File: src/rtl/spi_arb_pkg.sv
// spi_arb_pkg: shared types and constants for the SPI arbiter.
//   state_t    - arbiter FSM states
//   op_t       - operand bundle latched from the granted requester
//   ADDR_LIMIT - first address rejected when SPI_ARB_ADDR_CHECK_EN is defined
package spi_arb_pkg;

  typedef enum logic [1:0] {
    S_IDLE   = 2'd0,
    S_LAUNCH = 2'd1,
    S_WAIT   = 2'd2,
    S_RESP   = 2'd3
  } state_t;

  typedef struct packed {
    logic       wr;
    logic [7:0] addr;
    logic [7:0] din;
  } op_t;

  localparam int ADDR_LIMIT = 32;

  function automatic logic addr_bad(input logic [7:0] a);
    return int'(a) >= ADDR_LIMIT;
  endfunction

endpackage

File: src/rtl/rr_pick.sv
// rr_pick: combinational round-robin picker.
//   req - request vector
//   ptr - highest-priority index; search ascends from here, wrapping mod NREQ
//   sel - one-hot winner (all zero when req is zero)
//   idx - binary index of the winner
module rr_pick #(
  parameter int NREQ = 4
) (
  input  logic [NREQ-1:0]         req,
  input  logic [$clog2(NREQ)-1:0] ptr,
  output logic [NREQ-1:0]         sel,
  output logic [$clog2(NREQ)-1:0] idx
);

  localparam int PW = $clog2(NREQ);

  int            jt;
  logic [PW-1:0] j;

  // Walk offsets from farthest to nearest so the nearest requester after
  // ptr is the last one written and therefore wins.
  always_comb begin
    sel = '0;
    idx = '0;
    jt  = 0;
    j   = '0;
    for (int k = NREQ - 1; k >= 0; k--) begin
      jt = int'(ptr) + k;
      if (jt >= NREQ) jt = jt - NREQ;
      j = jt[PW-1:0];
      if (req[j]) begin
        sel    = '0;
        sel[j] = 1'b1;
        idx    = j;
      end
    end
  end

endmodule

File: src/rtl/spi_arbiter.sv
// spi_arbiter: round-robin arbiter sharing one SPI controller among NREQ
// requesters, one transaction outstanding at a time.
//   clk, rst          - clock, asynchronous active-low reset
//   req/req_wr/
//   req_addr/req_din  - per-requester request and operands (8-bit slices)
//   gnt, ack          - one-hot one-cycle accept / complete pulses
//   rsp_dout, rsp_err - response, valid while ack is high
//   busy              - high whenever the FSM is not idle
//   m_rst             - synchronous reset to the controller (1 = parked)
//   m_wr/m_addr/m_din - operands to the controller
//   m_done/m_err/
//   m_dout            - controller completion, error and read data
// Optional: define SPI_ARB_ADDR_CHECK_EN to reject addr >= ADDR_LIMIT
// without launching the controller.
module spi_arbiter
  import spi_arb_pkg::*;
#(
  parameter int NREQ    = 4,
  parameter int TIMEOUT = 255
) (
  input  logic              clk,
  input  logic              rst,
  input  logic [NREQ-1:0]   req,
  input  logic [NREQ-1:0]   req_wr,
  input  logic [8*NREQ-1:0] req_addr,
  input  logic [8*NREQ-1:0] req_din,
  output logic [NREQ-1:0]   gnt,
  output logic [NREQ-1:0]   ack,
  output logic [7:0]        rsp_dout,
  output logic              rsp_err,
  output logic              busy,
  output logic              m_rst,
  output logic              m_wr,
  output logic [7:0]        m_addr,
  output logic [7:0]        m_din,
  input  logic              m_done,
  input  logic              m_err,
  input  logic [7:0]        m_dout
);

  localparam int            PW      = $clog2(NREQ);
  localparam int            CW      = $clog2(TIMEOUT + 1);
  localparam logic [CW-1:0] TMAX    = CW'(TIMEOUT);
  localparam logic [CW-1:0] CNT_ONE = CW'(1);
  localparam logic [PW-1:0] LAST    = PW'(NREQ - 1);

  state_t          state, nstate;
  logic [PW-1:0]   ptr, cur, pick_idx;
  logic [NREQ-1:0] pick_sel;
  op_t             pick_op, op;
  logic [CW-1:0]   cnt;
  logic            pick_bad;
  logic            timed_out;

  rr_pick #(.NREQ(NREQ)) u_pick (
    .req (req),
    .ptr (ptr),
    .sel (pick_sel),
    .idx (pick_idx)
  );

  always_comb begin
    pick_op = '0;
    for (int i = 0; i < NREQ; i++)
      if (pick_sel[i]) pick_op = {req_wr[i], req_addr[8*i +: 8], req_din[8*i +: 8]};
  end

`ifdef SPI_ARB_ADDR_CHECK_EN
  assign pick_bad = addr_bad(pick_op.addr);
`else
  assign pick_bad = 1'b0;
`endif

  assign timed_out = (cnt == TMAX);
  assign m_wr      = op.wr;
  assign m_addr    = op.addr;
  assign m_din     = op.din;

  // State register
  always_ff @(posedge clk or negedge rst) begin
    if (!rst) state <= S_IDLE;
    else      state <= nstate;
  end

  // Next state; m_done has priority over the timeout
  always_comb begin
    nstate = state;
    case (state)
      S_IDLE:   if (|req) nstate = pick_bad ? S_RESP : S_LAUNCH;
      S_LAUNCH: nstate = S_WAIT;
      S_WAIT:   if (m_done || timed_out) nstate = S_RESP;
      S_RESP:   nstate = S_IDLE;
      default:  nstate = S_IDLE;
    endcase
  end

  // FSM outputs
  always_comb begin
    busy  = (state != S_IDLE);
    m_rst = (state == S_IDLE) || (state == S_RESP);
  end

  // Datapath. The launch cycle counts as cycle 0 of the wait, so WAIT
  // starts with cnt=1 and its last possible cycle is TIMEOUT cycles after
  // launch. cnt leaves WAIT on reaching TMAX, so it never wraps.
  always_ff @(posedge clk or negedge rst) begin
    if (!rst) begin
      ptr      <= '0;
      cur      <= '0;
      op       <= '0;
      cnt      <= '0;
      gnt      <= '0;
      ack      <= '0;
      rsp_dout <= '0;
      rsp_err  <= 1'b0;
    end else begin
      gnt <= '0;
      ack <= '0;
      case (state)
        S_IDLE: if (|req) begin
          cur <= pick_idx;
          op  <= pick_op;
          gnt <= pick_sel;
          cnt <= '0;
          if (pick_bad) begin
            rsp_err  <= 1'b1;
            rsp_dout <= '0;
          end
        end
        S_LAUNCH: cnt <= CNT_ONE;
        S_WAIT: begin
          if (m_done) begin
            rsp_dout <= m_dout;
            rsp_err  <= m_err;
          end else if (timed_out) begin
            rsp_dout <= '0;
            rsp_err  <= 1'b1;
          end else begin
            cnt <= cnt + 1'b1;
          end
        end
        S_RESP: begin
          ack[cur] <= 1'b1;
          ptr      <= (cur == LAST) ? '0 : cur + 1'b1;
          cnt      <= '0;
        end
        default: ;
      endcase
    end
  end

endmodule

File: config.mk
export PLATFORM = sky130hd
export DESIGN_NAME = spi_arbiter
export DESIGN_NICKNAME = d
export VERILOG_FILES = /design/src/rtl/spi_arb_pkg.sv /design/src/rtl/rr_pick.sv /design/src/rtl/spi_arbiter.sv
export SDC_FILE = /design/constraint.sdc
export NUM_CORES = 1
export LEC_CHECK = 0
export ABC_AREA = 1
export BUFFER_PORTS_ARGS = -buffer_cell sky130_fd_sc_hd__buf_2
export CORE_MARGIN = 1.5
export CORE_UTILIZATION = 30
export CTS_CLUSTER_SIZE = 16
export DETAILED_ROUTE_END_ITERATION = 6
export PLACE_DENSITY_LB_ADDON = 0.1
export SKIP_CTS_REPAIR_TIMING = 1
export SYNTH_ARGS = -nofsm -noshare
export SYNTH_HDL_FRONTEND = slang
export SYNTH_SLANG_ARGS = --single-unit
File: constraint.sdc
create_clock -name clk -period 2.5 [get_ports clk]
set_input_delay 0.75 -clock clk [delete_from_list [all_inputs] [get_ports clk]]
set_output_delay 0.75 -clock clk [all_outputs]
set_load 0.005 [all_outputs]
==> results_dict.tcl <==
set metrics [dict create \
    status "completed" \
    endpoint_kind "register" \
    num_vias 3244 \
    synth_edf_count 0 \
    synth.top_cell.area_share_pct 35.8 \
    ys_top_cells_by_area "dfrtp_1 (36%), nand2_1 (19%), inv_1 (7.8%)" \
    crit_path_top_delay_cell "dfrtp_1" \
    clkLatencyLatePin_ps 310 \
    root_buffer "clkbuf_8" \
    wl_um 8870 \
    cp-start-kind "register" \
    synth_mux_area_share_pct 0 \
    overflow 0 \
    cts_buffers 5 \
    grt_max_degree 36 \
    ys.flop_type "dfrtp_1" \
    fillCellCount 1205 \
    period_share_pct 84.8 \
    vdd_drop_max_v 0.000670 \
    multi_input_area_um2 1720 \
    critical-path-max-stage-delay_ps 380 \
    tightest_slew_ps 507 \
    post_dp_cell_area_um2 4120 \
    seq_area_frac_synth_pct 35.8 \
    drc 0 \
    max_cap_violations 0 \
    ys_seq_elements 48 \
    criticalPathCategory "register to register" \
    via_per_inst 4.27 \
    synth_compound_area_share_pct 7.91 \
    gr-usage-all-layers_pct 15.7 \
    first_pass_iters 4 \
    synth-simple-area-share_pct 37.1 \
    routedWlPerCell_um 11.7 \
    yosysMostFrequentCell "nand2_1" \
    detail-route-antenna-nets 0 \
    clk_pin_slew_worst_paths_ps 100 \
    die_w_um 109 \
    synth_area_um2 3350 \
    tns_ps 0 \
    synth_nets 596 \
    path_common_cell "nand2_1" \
    setup-violations-final 0 \
    cts_buffer_depth 2 \
    synth-adder-area-share_pct 5.97 \
    start_util_pct 30.8 \
    synth_xor_area_share_pct 0.261 \
    worstPathArrival_ps 2330 \
    synthArstFlopShare_pct 100 \
    die_h_um 109 \
    yosys_warnings 0 \
    drive_above_1_share_pct 26.2 \
    die_area_um2 11800 \
    grt_pass1_vias 3031 \
    worst_slew_margin_rel_pct 66.2 \
    crit_buf_inv 4 \
    syn_area_per_cell_um2 6.76 \
    synth_common_cells "nand2_1 (170), inv_1 (70), nor2_1 (68)" \
    nNetsFinal 718 \
    dpl.hpwl_um 6850 \
    rsz0062_at_grt "false" \
    place.port_buffers 119 \
    critPathRequiredTime_ps 2710 \
    hp-class "primary input to asynchronous set/reset pin" \
    seq_area_um2 1200 \
    slew_violations 0 \
    syn_to_final_growth_pct 25.7 \
    cts_sinks 48 \
    skew_ps 6.94 \
    p_leak_nw 2.49 \
    path_max_fanout 34 \
    cts.htree.levels 2 \
    antenna_cells 0 \
    gp_congestion 0.828 \
    whs_ps 399 \
    cts_tree "built" \
    hold_viol 0 \
    drt_iter0_markers 170 \
    grt_pass1_wl_um 14400 \
    ioPinCount 120 \
    coreArea_um2 10900 \
    critPathTopFamily "simple AND/OR/NAND/NOR gates" \
    stdcell_area_um2 4210 \
    yosys.area.top_type "dfrtp_1" \
    synth_top_family_by_area "simple AND/OR/NAND/NOR gates" \
    crit_chain "inv_2 > ha_1 > inv_1 > nand3_2 > nand2_4 > inv_2 > nor2_1 > nor2_1 > nand2_2 > nand2_4 > nand2_1 > nand2_1 > clkinv_1 > nand2_1 > nand2_1 > nand2_1" \
    synth.distinct_cells 38 \
    fmax_mhz 472 \
    synthCells 496 \
    power_density_nw_per_um2 1370 \
    rows 38 \
    grt_antenna_before_repair 0 \
    min_period_ps 2120 \
]
kinds of logic after synthesis:
family,count (synthesis)
and+or+nand+nor,290
xor gates and xnor gates,1
AOI/OAI and AO/OA,40
adders and majority gates,16
DFF,48
buffers and inverters,101
worst paths after layout:
kind	start	to	slack, ps	cells after the start
setup / recovery	ptr[0]	m_addr[4]	380	16
hold reg to reg	cnt[4]	cnt[4]	500	1
min in group clk	cnt[4]	cnt[4]	500	1
max in group asynchronous	rst	m_din[5]	1570	2
hold / removal	rst	m_din[1]	400	1
setup reg to reg	ptr[0]	m_addr[4]	380	16
state kept, by name, indices dropped and copies added, names as in the netlist:
signal    flops
ptr           2
cnt           8
ack           4
rsp_err       1
m_addr        8
gnt           4
cur           2
m_wr          1
m_din         8
rsp_dout      8
state         2
layout make-up:
cell class | instances | area share (%)
sequential | 48 | 28.5
multi-input combinational | 347 | 40.8
tap | 140 | 4.16
clock inverter | 2 | 0.327
timing repair buffer | 129 | 16.5
inverter | 87 | 7.75
clock buffer | 6 | 1.96
where the power goes:
part | switching, W | internal (W)
clock network | 0.000278 | 0.000227
registers | 0.000163 | 0.00109
logic | 0.00256 | 0.00146
metrics by stage:
step	total power, W	setup WS, ps	utilization [%]	cells
6_report	0.00577	380	38.7	759
2_1_floorplan	0.00438	432	-	496
5_1_grt	0.00651	143	38.7	759
3_5_place_dp	0.00531	181	37.8	751
4_1_cts	0.00586	389	38.7	759
3_3_place_gp	0.00532	203	37.8	751
worst register-to-register path, stage by stage, from the launching register on:
cell and delay (ps):
dfrtp_1 380, inv_2 50, ha_1 330, inv_1 100
nand3_2 110, nand2_4 110, inv_2 60, nor2_1 100
nor2_1 60, nand2_2 100, nand2_4 190, nand2_1 130
nand2_1 60, clkinv_1 50, nand2_1 60, nand2_1 80
nand2_1 50
layer usage:
metal | routed length [µm] | part of all wire, % | global-route usage, %
met1 | 4370 | 49 | 21.5
met2 | 3830 | 43 | 24.4
met3 | 521 | 5.9 | 3.47
met4 | 146 | 1.6 | 5.08
met5 | 0 | 0 | 0
cells in the final DEF (no fill, tap or decap), types with 3 or more instances in the layout:
| master | count |
|---|---|
| nor2_1 | 68 |
| nand2_4 | 4 |
| inv_1 | 70 |
| nand2_2 | 6 |
| nand3_2 | 3 |
| a21oi_1 | 13 |
| nand3_1 | 30 |
| a22o_1 | 8 |
| ha_1 | 16 |
| clkbuf_8 | 6 |
| nand2_1 | 170 |
| buf_4 | 8 |
| clkinv_1 | 12 |
| dfrtp_1 | 48 |
| inv_2 | 5 |
| o21ai_0 | 8 |
| buf_2 | 119 |
No activity file was read; power rests on OpenSTA's default activity.
